### src/rtl/button_pkg.sv
// Shared constants and types for the push-button front end: 50 MHz default
// timings, board button indices and the counter-width helper.
package button_pkg;

  localparam int unsigned DEF_N_BUTTONS       = 4;
  localparam int unsigned DEF_DEBOUNCE_CYCLES = 50000;     // 1 ms at 50 MHz
  localparam int unsigned DEF_REPEAT_DELAY    = 25000000;  // 0.5 s at 50 MHz
  localparam int unsigned DEF_REPEAT_PERIOD   = 5000000;   // 0.1 s at 50 MHz

  localparam int unsigned BTN_WRITE = 0;  // S1
  localparam int unsigned BTN_NEXT  = 1;  // S2
  localparam int unsigned BTN_VALUE = 2;  // S3
  localparam int unsigned BTN_LATCH = 3;  // S4

  typedef enum logic {
    BTN_RELEASED = 1'b0,
    BTN_PRESSED  = 1'b1
  } btn_state_e;

  function automatic int unsigned cnt_width(input int unsigned max_count);
    return $clog2(max_count + 1);
  endfunction

endpackage

### src/rtl/button_channel.sv
// One debounced button: 2-flop synchroniser, stability counter, level state
// and press/release pulses. Auto-repeat is built only with BUTTON_DEBOUNCER_AUTOREPEAT_EN.
module button_channel
  import button_pkg::*;
#(
  parameter int unsigned DEBOUNCE_CYCLES = DEF_DEBOUNCE_CYCLES,
  parameter bit          ACTIVE_LOW      = 1'b1,
  parameter int unsigned REPEAT_DELAY    = DEF_REPEAT_DELAY,
  parameter int unsigned REPEAT_PERIOD   = DEF_REPEAT_PERIOD
) (
  input  logic clk,
  input  logic rst,
  input  logic raw_i,
  output logic state_o,
  output logic press_o,
  output logic release_o
);

  localparam int unsigned      CNT_W    = cnt_width(DEBOUNCE_CYCLES);
  localparam logic [CNT_W-1:0] CNT_LAST = CNT_W'(DEBOUNCE_CYCLES - 1);
  localparam logic             RAW_IDLE = ACTIVE_LOW;

  logic             sync1_q, sync2_q;
  logic             sample;
  btn_state_e       state_q, state_d;
  logic [CNT_W-1:0] cnt_q, cnt_d;
  logic             press_q, press_d;
  logic             release_q, release_d;
  logic             accept;
  logic             rep_pulse;

  always_ff @(posedge clk or posedge rst) begin
    if (rst) begin
      sync1_q <= RAW_IDLE;
      sync2_q <= RAW_IDLE;
    end else begin
      sync1_q <= raw_i;
      sync2_q <= sync1_q;
    end
  end

  assign sample = sync2_q ^ RAW_IDLE;

  always_ff @(posedge clk or posedge rst) begin
    if (rst) begin
      state_q   <= BTN_RELEASED;
      cnt_q     <= '0;
      press_q   <= 1'b0;
      release_q <= 1'b0;
    end else begin
      state_q   <= state_d;
      cnt_q     <= cnt_d;
      press_q   <= press_d;
      release_q <= release_d;
    end
  end

  // Accept on the cycle the counter would reach DEBOUNCE_CYCLES, so the
  // counter itself never holds that value.
  always_comb begin
    state_d = state_q;
    cnt_d   = '0;
    accept  = 1'b0;
    if (sample != (state_q == BTN_PRESSED)) begin
      if (cnt_q == CNT_LAST) begin
        accept  = 1'b1;
        state_d = (state_q == BTN_PRESSED) ? BTN_RELEASED : BTN_PRESSED;
      end else begin
        cnt_d = cnt_q + 1'b1;
      end
    end
  end

  assign press_d   = (accept && (state_q == BTN_RELEASED)) || rep_pulse;
  assign release_d = accept && (state_q == BTN_PRESSED);

`ifdef BUTTON_DEBOUNCER_AUTOREPEAT_EN
  localparam int unsigned REP_MAX = (REPEAT_DELAY > REPEAT_PERIOD) ? REPEAT_DELAY : REPEAT_PERIOD;
  localparam int unsigned REP_W   = cnt_width(REP_MAX);
  localparam logic [REP_W-1:0] REP_DELAY_LAST  = REP_W'(REPEAT_DELAY - 1);
  localparam logic [REP_W-1:0] REP_PERIOD_LAST = REP_W'(REPEAT_PERIOD - 1);

  logic [REP_W-1:0] rep_cnt_q, rep_cnt_d;
  logic             rep_first_q, rep_first_d;

  always_ff @(posedge clk or posedge rst) begin
    if (rst) begin
      rep_cnt_q   <= '0;
      rep_first_q <= 1'b1;
    end else begin
      rep_cnt_q   <= rep_cnt_d;
      rep_first_q <= rep_first_d;
    end
  end

  // While pressed the counter runs; an accept here is a release and wins.
  always_comb begin
    rep_cnt_d   = '0;
    rep_first_d = 1'b1;
    rep_pulse   = 1'b0;
    if ((state_q == BTN_PRESSED) && !accept) begin
      rep_first_d = rep_first_q;
      if (rep_cnt_q == (rep_first_q ? REP_DELAY_LAST : REP_PERIOD_LAST)) begin
        rep_pulse   = 1'b1;
        rep_first_d = 1'b0;
      end else begin
        rep_cnt_d = rep_cnt_q + 1'b1;
      end
    end
  end
`else
  assign rep_pulse = 1'b0;
`endif

  assign state_o   = (state_q == BTN_PRESSED);
  assign press_o   = press_q;
  assign release_o = release_q;

endmodule

### src/rtl/button_debouncer.sv
// Board push-button front end: N independent debounced channels plus a
// combined press flag. Optional auto-repeat: BUTTON_DEBOUNCER_AUTOREPEAT_EN.
module button_debouncer
  import button_pkg::*;
#(
  parameter int unsigned N_BUTTONS       = DEF_N_BUTTONS,
  parameter int unsigned DEBOUNCE_CYCLES = DEF_DEBOUNCE_CYCLES,
  parameter bit          ACTIVE_LOW      = 1'b1,
  parameter int unsigned REPEAT_DELAY    = DEF_REPEAT_DELAY,
  parameter int unsigned REPEAT_PERIOD   = DEF_REPEAT_PERIOD
) (
  input  logic                 clk,
  input  logic                 rst,
  input  logic [N_BUTTONS-1:0] btn_raw,
  output logic [N_BUTTONS-1:0] btn_state,
  output logic [N_BUTTONS-1:0] press,
  output logic [N_BUTTONS-1:0] release_evt,
  output logic                 any_press
);

  for (genvar i = 0; i < N_BUTTONS; i++) begin : g_chan
    button_channel #(
      .DEBOUNCE_CYCLES (DEBOUNCE_CYCLES),
      .ACTIVE_LOW      (ACTIVE_LOW),
      .REPEAT_DELAY    (REPEAT_DELAY),
      .REPEAT_PERIOD   (REPEAT_PERIOD)
    ) u_chan (
      .clk       (clk),
      .rst       (rst),
      .raw_i     (btn_raw[i]),
      .state_o   (btn_state[i]),
      .press_o   (press[i]),
      .release_o (release_evt[i])
    );
  end

  // press is already registered per channel, so the OR lines up with it.
  assign any_press = |press;

endmodule

### config.mk
export PLATFORM = sky130hd
export DESIGN_NAME = button_debouncer
export DESIGN_NICKNAME = d
export VERILOG_FILES = /design/src/rtl/button_pkg.sv /design/src/rtl/button_channel.sv /design/src/rtl/button_debouncer.sv
export SDC_FILE = /design/constraint.sdc
export NUM_CORES = 1
export LEC_CHECK = 0
export ABC_AREA = 1
export CAP_MARGIN = 15
export CORE_MARGIN = 3
export CORE_UTILIZATION = 40
export DETAILED_ROUTE_END_ITERATION = 8
export SETUP_SLACK_MARGIN = 0.02
export SYNTH_ARGS = -nofsm -noshare
export SYNTH_HDL_FRONTEND = slang
export SYNTH_HIERARCHICAL = 1
export SYNTH_SLANG_ARGS = --single-unit
### constraint.sdc
create_clock -name clk -period 3.62 [get_ports clk]
set_input_delay 0.724 -clock clk [delete_from_list [all_inputs] [get_ports clk]]
set_output_delay 0.724 -clock clk [all_outputs]
set_load 0.01 [all_outputs]
==> Word level (Yosys, flattened, before mapping) <==
Cells that the tools add are included.
{ "totals": {"ff_bits": 84, "out_inout_bits": 13} }
{ "op_classes": {"add_sub_neg": 4, "eq_ne": 8, "muxes": 20, "bitwise_logic": 8, "n_reduce_logical": 13} }
{ "ops": {"columns": ["cell", "count"], "rows": [
  ["$mux W16", 8],
  ["$add A16 B1 Y16 const B", 4],
  ["$eq A16 B16 Y1 const B", 4],
  ["$mux W1", 12],
  ["$logic_and A1 B1 Y1", 8],
  ["$not A1 Y1", 8],
  ["$reduce_and A2 Y1", 4],
  ["$ne A1 B1 Y1", 4],
  ["$reduce_or A4 Y1", 1]
]} }

==> Longest topological paths before layout <==
Gate-level depths: netlist of the first run.
{ "depth": {"depth_word": 4, "depth_mapped": 7, "mapped_depth_nobuf": 7} }

==> Cells and area by module <==
The synthesis of the first run kept the hierarchy.
{ "modules_own_cells": {"columns": ["module", "instances", "cells_each", "area_per_inst_um2", "seq_area_each_um2"], "rows": [
  ["button_channel", 4, 137, 1068.5, 528.0],
  ["button_debouncer", 1, 3, 11.3, 0.0]
]} }

==> Worst setup path before layout of the first run <==
Ideal clock, no wire load.
{ "synth_timing": {"kind": "register to output", "startpoint": "register g_chan[3].u_chan.press_q", "endpoint": "output any_press", "arrival_ps": 585, "required_time_ps": 2896, "setup_slack_ps": 2311, "stages_incl_launch_ff": 3, "n_path_buf": 0, "cell_sequence": "dfrtp_1 -> nor2_1 -> nand2_1"} }
{ "synth_between": {"elab_chain_cells": 1} }
{ "synth_lines": {"columns": ["element", "line", "rtl"], "rows": [
  ["from (decl)", "button_channel.sv:27", "logic press_q, press_d;"],
  ["from (signal assigned)", "button_channel.sv:53", "press_q <= press_d;"],
  ["$reduce_or A4 Y1", "button_debouncer.sv:38", "assign any_press = |press;"],
  ["to (decl)", "button_debouncer.sv:18", "output logic any_press"]
]} }
No other way between the ends.

==> Worst setup path in the final report of the first run <==
{ "layout_timing": {"startpoint": "register g_chan[2].u_chan.press_q", "endpoint": "output any_press"} }
{ "layout_between": {"elab_chain_cells": 1} }
{ "layout_lines": {"columns": ["element", "line"], "rows": [
  ["from (decl)", "button_channel.sv:27"],
  ["from (signal assigned)", "button_channel.sv:53"],
  ["$reduce_or A4 Y1", "button_debouncer.sv:38"]
]} }
No other way between the ends.

==> results of run 1 <==
[worst reg2reg max path: stages, from the launching register on]
cell	delay (ns)
dfstp_2	0.58
nor2_1	0.06
nor2_1	0.51
inv_2	0.17
nand2_4	0.15
nor3_1	0.05
[through the flow]
| stage | instances | hold slack (ns) |
|---|---|---|
| global placement | 705 | 0.3463 |
| floorplan | 551 | 0.3452 |
| finish | 721 | 0.3620 |
| global route | 721 | 0.3651 |
| detailed placement | 705 | 0.3501 |
| CTS | 721 | 0.3637 |
[worst paths after layout]
path	slack, ns	end	startpoint
max	1.51	any_press	g_chan[2].u_chan/press_o
min	0.36	g_chan[1].u_chan/sync2_q	g_chan[1].u_chan/sync1_q
max reg2reg	2.00	g_chan[3].u_chan/cnt_q[6]	g_chan[3].u_chan/sync2_q
min reg2reg	0.36	g_chan[1].u_chan/sync2_q	g_chan[1].u_chan/sync1_q
max in group asynchronous	2.17	g_chan[1].u_chan/cnt_q[3]	rst
min in group asynchronous	0.94	g_chan[3].u_chan/cnt_q[1]	rst
[registers in the layout, summed over array words and instances (netlist names)]
signal,flops
g_chan.u_chan/cnt_q,64
g_chan.u_chan/sync1_q,4
g_chan.u_chan/state_o,4
g_chan.u_chan/release_o,4
g_chan.u_chan/sync2_q,4
g_chan.u_chan/press_o,4
[cell families (layout without fill, tap and decap cells)]
kind of cell    count (synthesis)  count (layout)
simple gates                  351             351
xor+xnor                       16              16
fa+ha+maj                       4               4
flops                          84              84
buf+inv                        72             106
compound gates                 24              24
[cells in the final DEF (no fill, tap or decap), types with 8 or more instances in the layout]
master             n
a21oi_1            8
nand2_1          109
nor2_1           150
dfstp_2            8
xor2_1            12
dfrtp_1           76
nand4_1            8
nand2_2            8
clkdlybuf4s50_1   18
nor3_1            12
nand3_1           44
clkbuf_8           9
inv_1             68
a31oi_1            8
[metal layers]
metal / up-vias / wire, µm / global-route usage
li1: 1790 / - / -
met4: 0 / 143 / 0.06946
met2: 51 / 3944 / 0.2507
met5: - / 0 / 0
met1: 1628 / 4237 / 0.2185
met3: 11 / 255 / 0.02114
[report_power, final]
group          internal, mW  total [mW]  switching, mW  leakage [nW]
Clock                 0.328       0.695          0.366         0.101
Combinational        0.0207      0.0676         0.0469          1.06
Sequential            0.956       0.971         0.0145          1.14
Total                  1.31        1.73          0.427          2.30
[layout make-up]
| cell class | count | area [µm²] | share of cell area |
|---|---|---|---|
| clock buffers | 9 | 123.9 | 0.02559 |
| clock inverters | 7 | 81.33 | 0.01680 |
| inverters | 72 | 270.3 | 0.05583 |
| multi-input cells | 395 | 1903 | 0.3931 |
| flip-flops and latches | 84 | 2112 | 0.4363 |
| well taps | 136 | 170.2 | 0.03515 |
| repair buffers | 18 | 180.2 | 0.03722 |
==> key figures, run 1 <==
Synthesis
  – EDFF count, synth: 0
  – Cell count after synthesis: around 550
  – Largest family of logic cells by synthesized area: simple AND/OR/NAND/NOR gates
  – Synth Area in Compound Gates: 0.03270
  – Mean Syn Cell Area: between 7 and 8 µm²
  – Cell taking the most area after synthesis: dfrtp_1
  – Synth cell count leaders: 150 x nor2_1, 109 x nand2_1, 76 x dfrtp_1
  – Register bit count reported by yosys: 84
  – Net Count, Synth: ~560
  – Distinct cells, synth: 22
  – Syn. warnings: 6
  – Post-synthesis mux area share: 0
  – XOR/XNOR Fraction of Synth Area: 0.03270
  – Most common flop cell mapped by yosys: dfrtp_1
  – Most frequent cell after synthesis: nor2_1
  – Post-synth ARST share: 1.000
  – Yosys top cell area share: 0.4438
  – Synth top area cells: dfrtp_1 44%, nor2_1 13%, nand2_1 9.5%
  – Register area share after synthesis: 0.4928
  – Synth Cell Area: around 4300 µm²
  – Synth Area in Adders: 0.01168
  – Simple-Gate Fraction of Synth Area: 0.3670

Timing
  – Fin Setup TNS: 0 ns
  – Final worst slack: 1.510 ns
  – Period Utilization, post-route: 0.5829
  – Final setup fails: 0
  – Setup Skew: ~0.010 ns
  – Measured slew at the worst slew-check pin: between 0.7 and 0.8 ns
  – RSZ-0062 raised after global routing: false
  – Tmin final: between 2 and 2.5 ns
  – Pins Over Slew Limit: 0
  – Fmax: 473.9 MHz
  – Fin. Hold Viols: 0
  – Slew HR: 0.4713

CTS
  – Hold-fix buffers, CTS: 0
  – Clock root cell: clkbuf_8
  – Cts repair resizes: 0
  – Clock latency on the worst-skew pair: around 0.36 ns
  – CTS clk-pin slew, worst paths: around 0.090 ns
  – Clk buf depth: 2
  – CTS Sinks: 84
  – Total CTS buffers: 9
  – Post-CTS Setup Bufs: 0
  – Htree depth: 3
  – CTS tree: yes

GRT
  – Tot GR Track Use: 0.1585
  – Vias in the first global route: roughly 3200
  – First-pass GRT wire length: around 15000 µm
  – Initial antenna violation count: 0
  – Largest net degree at the start of global routing: 22
  – Total global routing overflow: 0

Critical path
  – Critical path data arrival time: ~1.4 ns
  – Startpoint types: flip-flop
  – Setup CP Type: reg2out
  – Worst path cell trace: nor2_1, nand2_1, clkdlybuf4s50_1
  – Crit path required time: around 2.9 ns
  – Stages on the worst setup path: 3
  – Worst-path fanout max: 2
  – Worst setup EP type: primary output
  – Crit path buffers/inverters: 1
  – CP top delay family: buffers and inverters
  – Crit-path slowest cell: clkdlybuf4s50_1
  – Slowest stage delay, CP: 0.47 ns
  – Worst r2r path cells: 5

Placed design
  – GPL Wtd Cong: between 0.8 and 0.9
  – Dpl ws: about 1.7 ns
  – IO buf count: 18
  – DP Area: ~4600 µm²
  – Hpwl dp: about 6300 µm

Drt
  – Remaining DRCs: 0
  – Wire length per cell: between 10 and 15 µm
  – Final Routed Wirelength: approximately 8600 µm
  – TritonRoute pass-1 iters: 4
  – DR vias: approximately 3500
  – DR iter-0 viols: between 100 and 150
  – Vias/cell: around 4.8
  – Antenna-violating nets left: 0

Status
  – Status: finished clean

Cells and area
  – Diodes inserted: 0
  – Nets: approximately 600
  – Fill cells: about 1100
  – Fin util: 0.4668
  – Share of cells above drive strength 1: 0.08889
  – Area delta synth->final: 12.96%
  – Fin area: roughly 4800 µm²

Die
  – Die H: 109.5 µm
  – Core Area: around 10000 µm²
  – Die width: approximately 110 µm
  – Row cnt: 37
  – Initial Util: 0.4132
  – Die ar.: between 10000 and 15000 µm²
  – # IOs: 19

Power
  – Leakage: ~2.3 nW
  – Total power: approximately 1.7 mW
  – PwrDens: approximately 360 nW/µm²
  – Max rail drop VDD: about 0.00018 V

Worst hold path
  – Hold path depth: 0
  – HP Class: reg2reg

Flow run
  – Max-cap viol count: 0
No activity file was read; power rests on OpenSTA's default activity.
==> run 2: changes to the inputs <==
- clock period: 3.62 -> 2.1 ns (I/O delays scaled with it)
==> run 2 against run 1 <==
- register-to-register slack got worse by 1.3 ns
- hold slack got worse by 0.011 ns
- sequential cell count did not move
- combinational power rose by 92%
==> key figures, run 2 (synthesis gave the netlist of run 1 again) <==
Critical path
  – Critical path data arrival time: 1.42 ns (+0.03 ns)
  – Worst setup EP type: primary output
  – Startpoint types: flip-flop
  – Setup CP Type: reg2out
  – Reg-to-Reg End: g_chan[1].u_chan/cnt_q[6]
  – R2R Path Start: g_chan[1].u_chan/cnt_q[0]
  – Reg-to-reg slack, setup: 0.66 ns (-1.34 ns)
  – Crit path required time: 1.68 ns (-1.22 ns)
  – Worst r2r path cells: 6 (+1)
  – Worst-path fanout max: 2 (unchanged)

Worst hold path
  – Hold path depth: 0 (unchanged)
  – Worst Hold Endpoint: g_chan[3].u_chan/sync2_q
  – Hold path start: g_chan[3].u_chan/sync1_q
  – HP Class: reg2reg

Drt
  – Met1 WL: 4129 µm (-2.5%)
  – Final Routed Wirelength: 8527 µm (-0.62%)
  – Remaining DRCs: 0 (unchanged)
  – Antenna-violating nets left: 0 (unchanged)
  – Met3 routed WL: 289 µm (+13%)
  – Met2 Routed Length: 4013 µm (+1.7%)
  – DR iter-0 viols: 145 (+12%)
  – TritonRoute pass-1 iters: 4 (unchanged)
  – Wire length per cell: 11.68 µm (-1.8%)
  – Vias/cell: 4.714 (-2.3%)
  – Highest routed layer: met4
  – DR vias: 3441 (-1.1%)

CTS
  – Total CTS buffers: 9 (unchanged)
  – CTS tree: yes
  – Clk buf depth: 2 (unchanged)
  – CTS clk-pin slew, worst paths: 0.09 ns (about the same)
  – Hold-fix buffers, CTS: 0 (unchanged)
  – Htree depth: 3 (unchanged)
  – Clock latency on the worst-skew pair: 0.35 ns (about the same)
  – Clock root cell: clkbuf_8
  – Post-CTS Setup Bufs: 0 (unchanged)
  – CTS Sinks: 84 (unchanged)
  – Cts repair resizes: 0 (unchanged)

Die
  – Core Area: 10370 µm² (unchanged)
  – Initial Util: 0.4132 (unchanged)
  – Die H: 109.5 µm (unchanged)
  – Row cnt: 37 (unchanged)
  – Die width: 109.5 µm (unchanged)
  – # IOs: 19 (unchanged)
  – Die ar.: 11990 µm² (unchanged)

Placed design
  – Placed insts: 714 (+1.3%)
  – GPL Wtd Cong: 0.8827 (+4.8%)
  – Dpl ws: 0.6028 ns (-1.115 ns)
  – DP Area: 4703 µm² (+1.5%)
  – IO buf count: 18 (unchanged)
  – Hpwl dp: 6376 µm (+1.3%)

Power
  – Leakage: 2.341 nW (+1.8%)
  – Max rail drop VDD: 0.0003736 V (+110%)
  – PwrDens: 608.0 nW/µm² (+70%)

Timing
  – Period Utilization, post-route: 0.8762
  – Final setup fails: 0 (unchanged)
  – Setup Skew: 0.01203 ns (+0.001560 ns)
  – RSZ-0062 raised after global routing: false
  – Slew HR: 0.7707 (+0.2994)
  – Fin. Hold Viols: 0 (unchanged)
  – Tmin final: about 1.8 ns
  – Final worst slack: 0.2601 ns (-1.250 ns)
  – Measured slew at the worst slew-check pin: 0.3427 ns (-0.4495 ns)
  – Pins Over Slew Limit: 0 (unchanged)
  – Fin Setup TNS: 0 ns (unchanged)
  – Fmax: roughly 540 MHz

Cells and area
  – Share of cells above drive strength 1: 0.1010 (+0.01212)
  – Nets: 599 (+1.5%)
  – Biggest register: g_chan.u_chan/cnt_q
  – Area delta synth->final: 14.45%
  – Largest register FFs: 64 (unchanged)
  – Most common cell after layout, fill and taps aside: nor2_1
  – Diodes inserted: 0 (unchanged)
  – Fin area: 4905 µm² (+1.3%)
  – Most frequent cells in the layout: 150 x nor2_1, 109 x nand2_1, 76 x dfrtp_1, 68 x inv_1, 44 x nand3_1
  – Cell Count, Final, Fillers Out: 730 (+1.2%)

GRT
  – Tot GR Track Use: 0.1601 (+0.001559)
  – First-pass GRT wire length: 15120 µm (+1.6%)
  – Vias in the first global route: 3320 (+2.5%)
  – Total global routing overflow: 0 (unchanged)
  – Initial antenna violation count: 0 (unchanged)
  – Largest net degree at the start of global routing: 22 (unchanged)

Status
  – Status: finished clean

Flow run
  – Max-cap viol count: 0 (unchanged)
## run 2: metal layers
layer	track usage	vias to the layer above
li1	-	1804
met1	0.2089	1597
met2	0.2576	33
met3	0.04580	7
met4	0.05076	0
met5	0	-
## run 2: how the worst max path moves through the flow
| stage | start | to | depth (start not counted) |
|---|---|---|---|
| CTS | g_chan[2].u_chan/press_o | any_press | 3 |
| detailed placement | g_chan[2].u_chan/press_o | any_press | 3 |
| global route | g_chan[2].u_chan/press_o | any_press | 3 |
| finish | g_chan[2].u_chan/press_o | any_press | 3 |
| global placement | g_chan[2].u_chan/press_o | any_press | 3 |
| floorplan | g_chan[0].u_chan/cnt_q[0] | g_chan[0].u_chan/state_o | 6 |
## run 2: per-stage QoR
step | util | hold slack [ns] | power (mW)
6_report | 0.4730 | 0.3509 | 2.982
5_1_grt | 0.4730 | 0.3608 | 3.137
3_5_place_dp | 0.4535 | 0.3468 | 1.839
2_1_floorplan | - | 0.3452 | 1.785
4_1_cts | 0.4730 | 0.3476 | 3.038
3_3_place_gp | 0.4535 | 0.3454 | 1.834
## run 2: critical path, stage by stage, from the launching register on
cell             delay [ns]
dfrtp_1                0.43
nor2_1                 0.06
nand2_1                0.06
clkdlybuf4s50_1        0.52
## run 2: cell type report
| type | count | area, µm² |
|---|---|---|
| clock inverter | 5 | 60.06 |
| clock buffer | 11 | 141.4 |
| fill | 1048 | 5465 |
| sequential | 84 | 2112 |
| multi-input combinational | 395 | 1903 |
| timing repair buffer | 27 | 247.7 |
| tap | 136 | 170.2 |
| inverter | 72 | 270.3 |
## run 2: report_power, final
group / total [mW] / internal, mW / switching [mW]
sequential: 1.67 / 1.65 / 0.0246
combinational: 0.130 / 0.0469 / 0.0826
clock: 1.18 / 0.587 / 0.592
total: 2.98 / 2.28 / 0.699
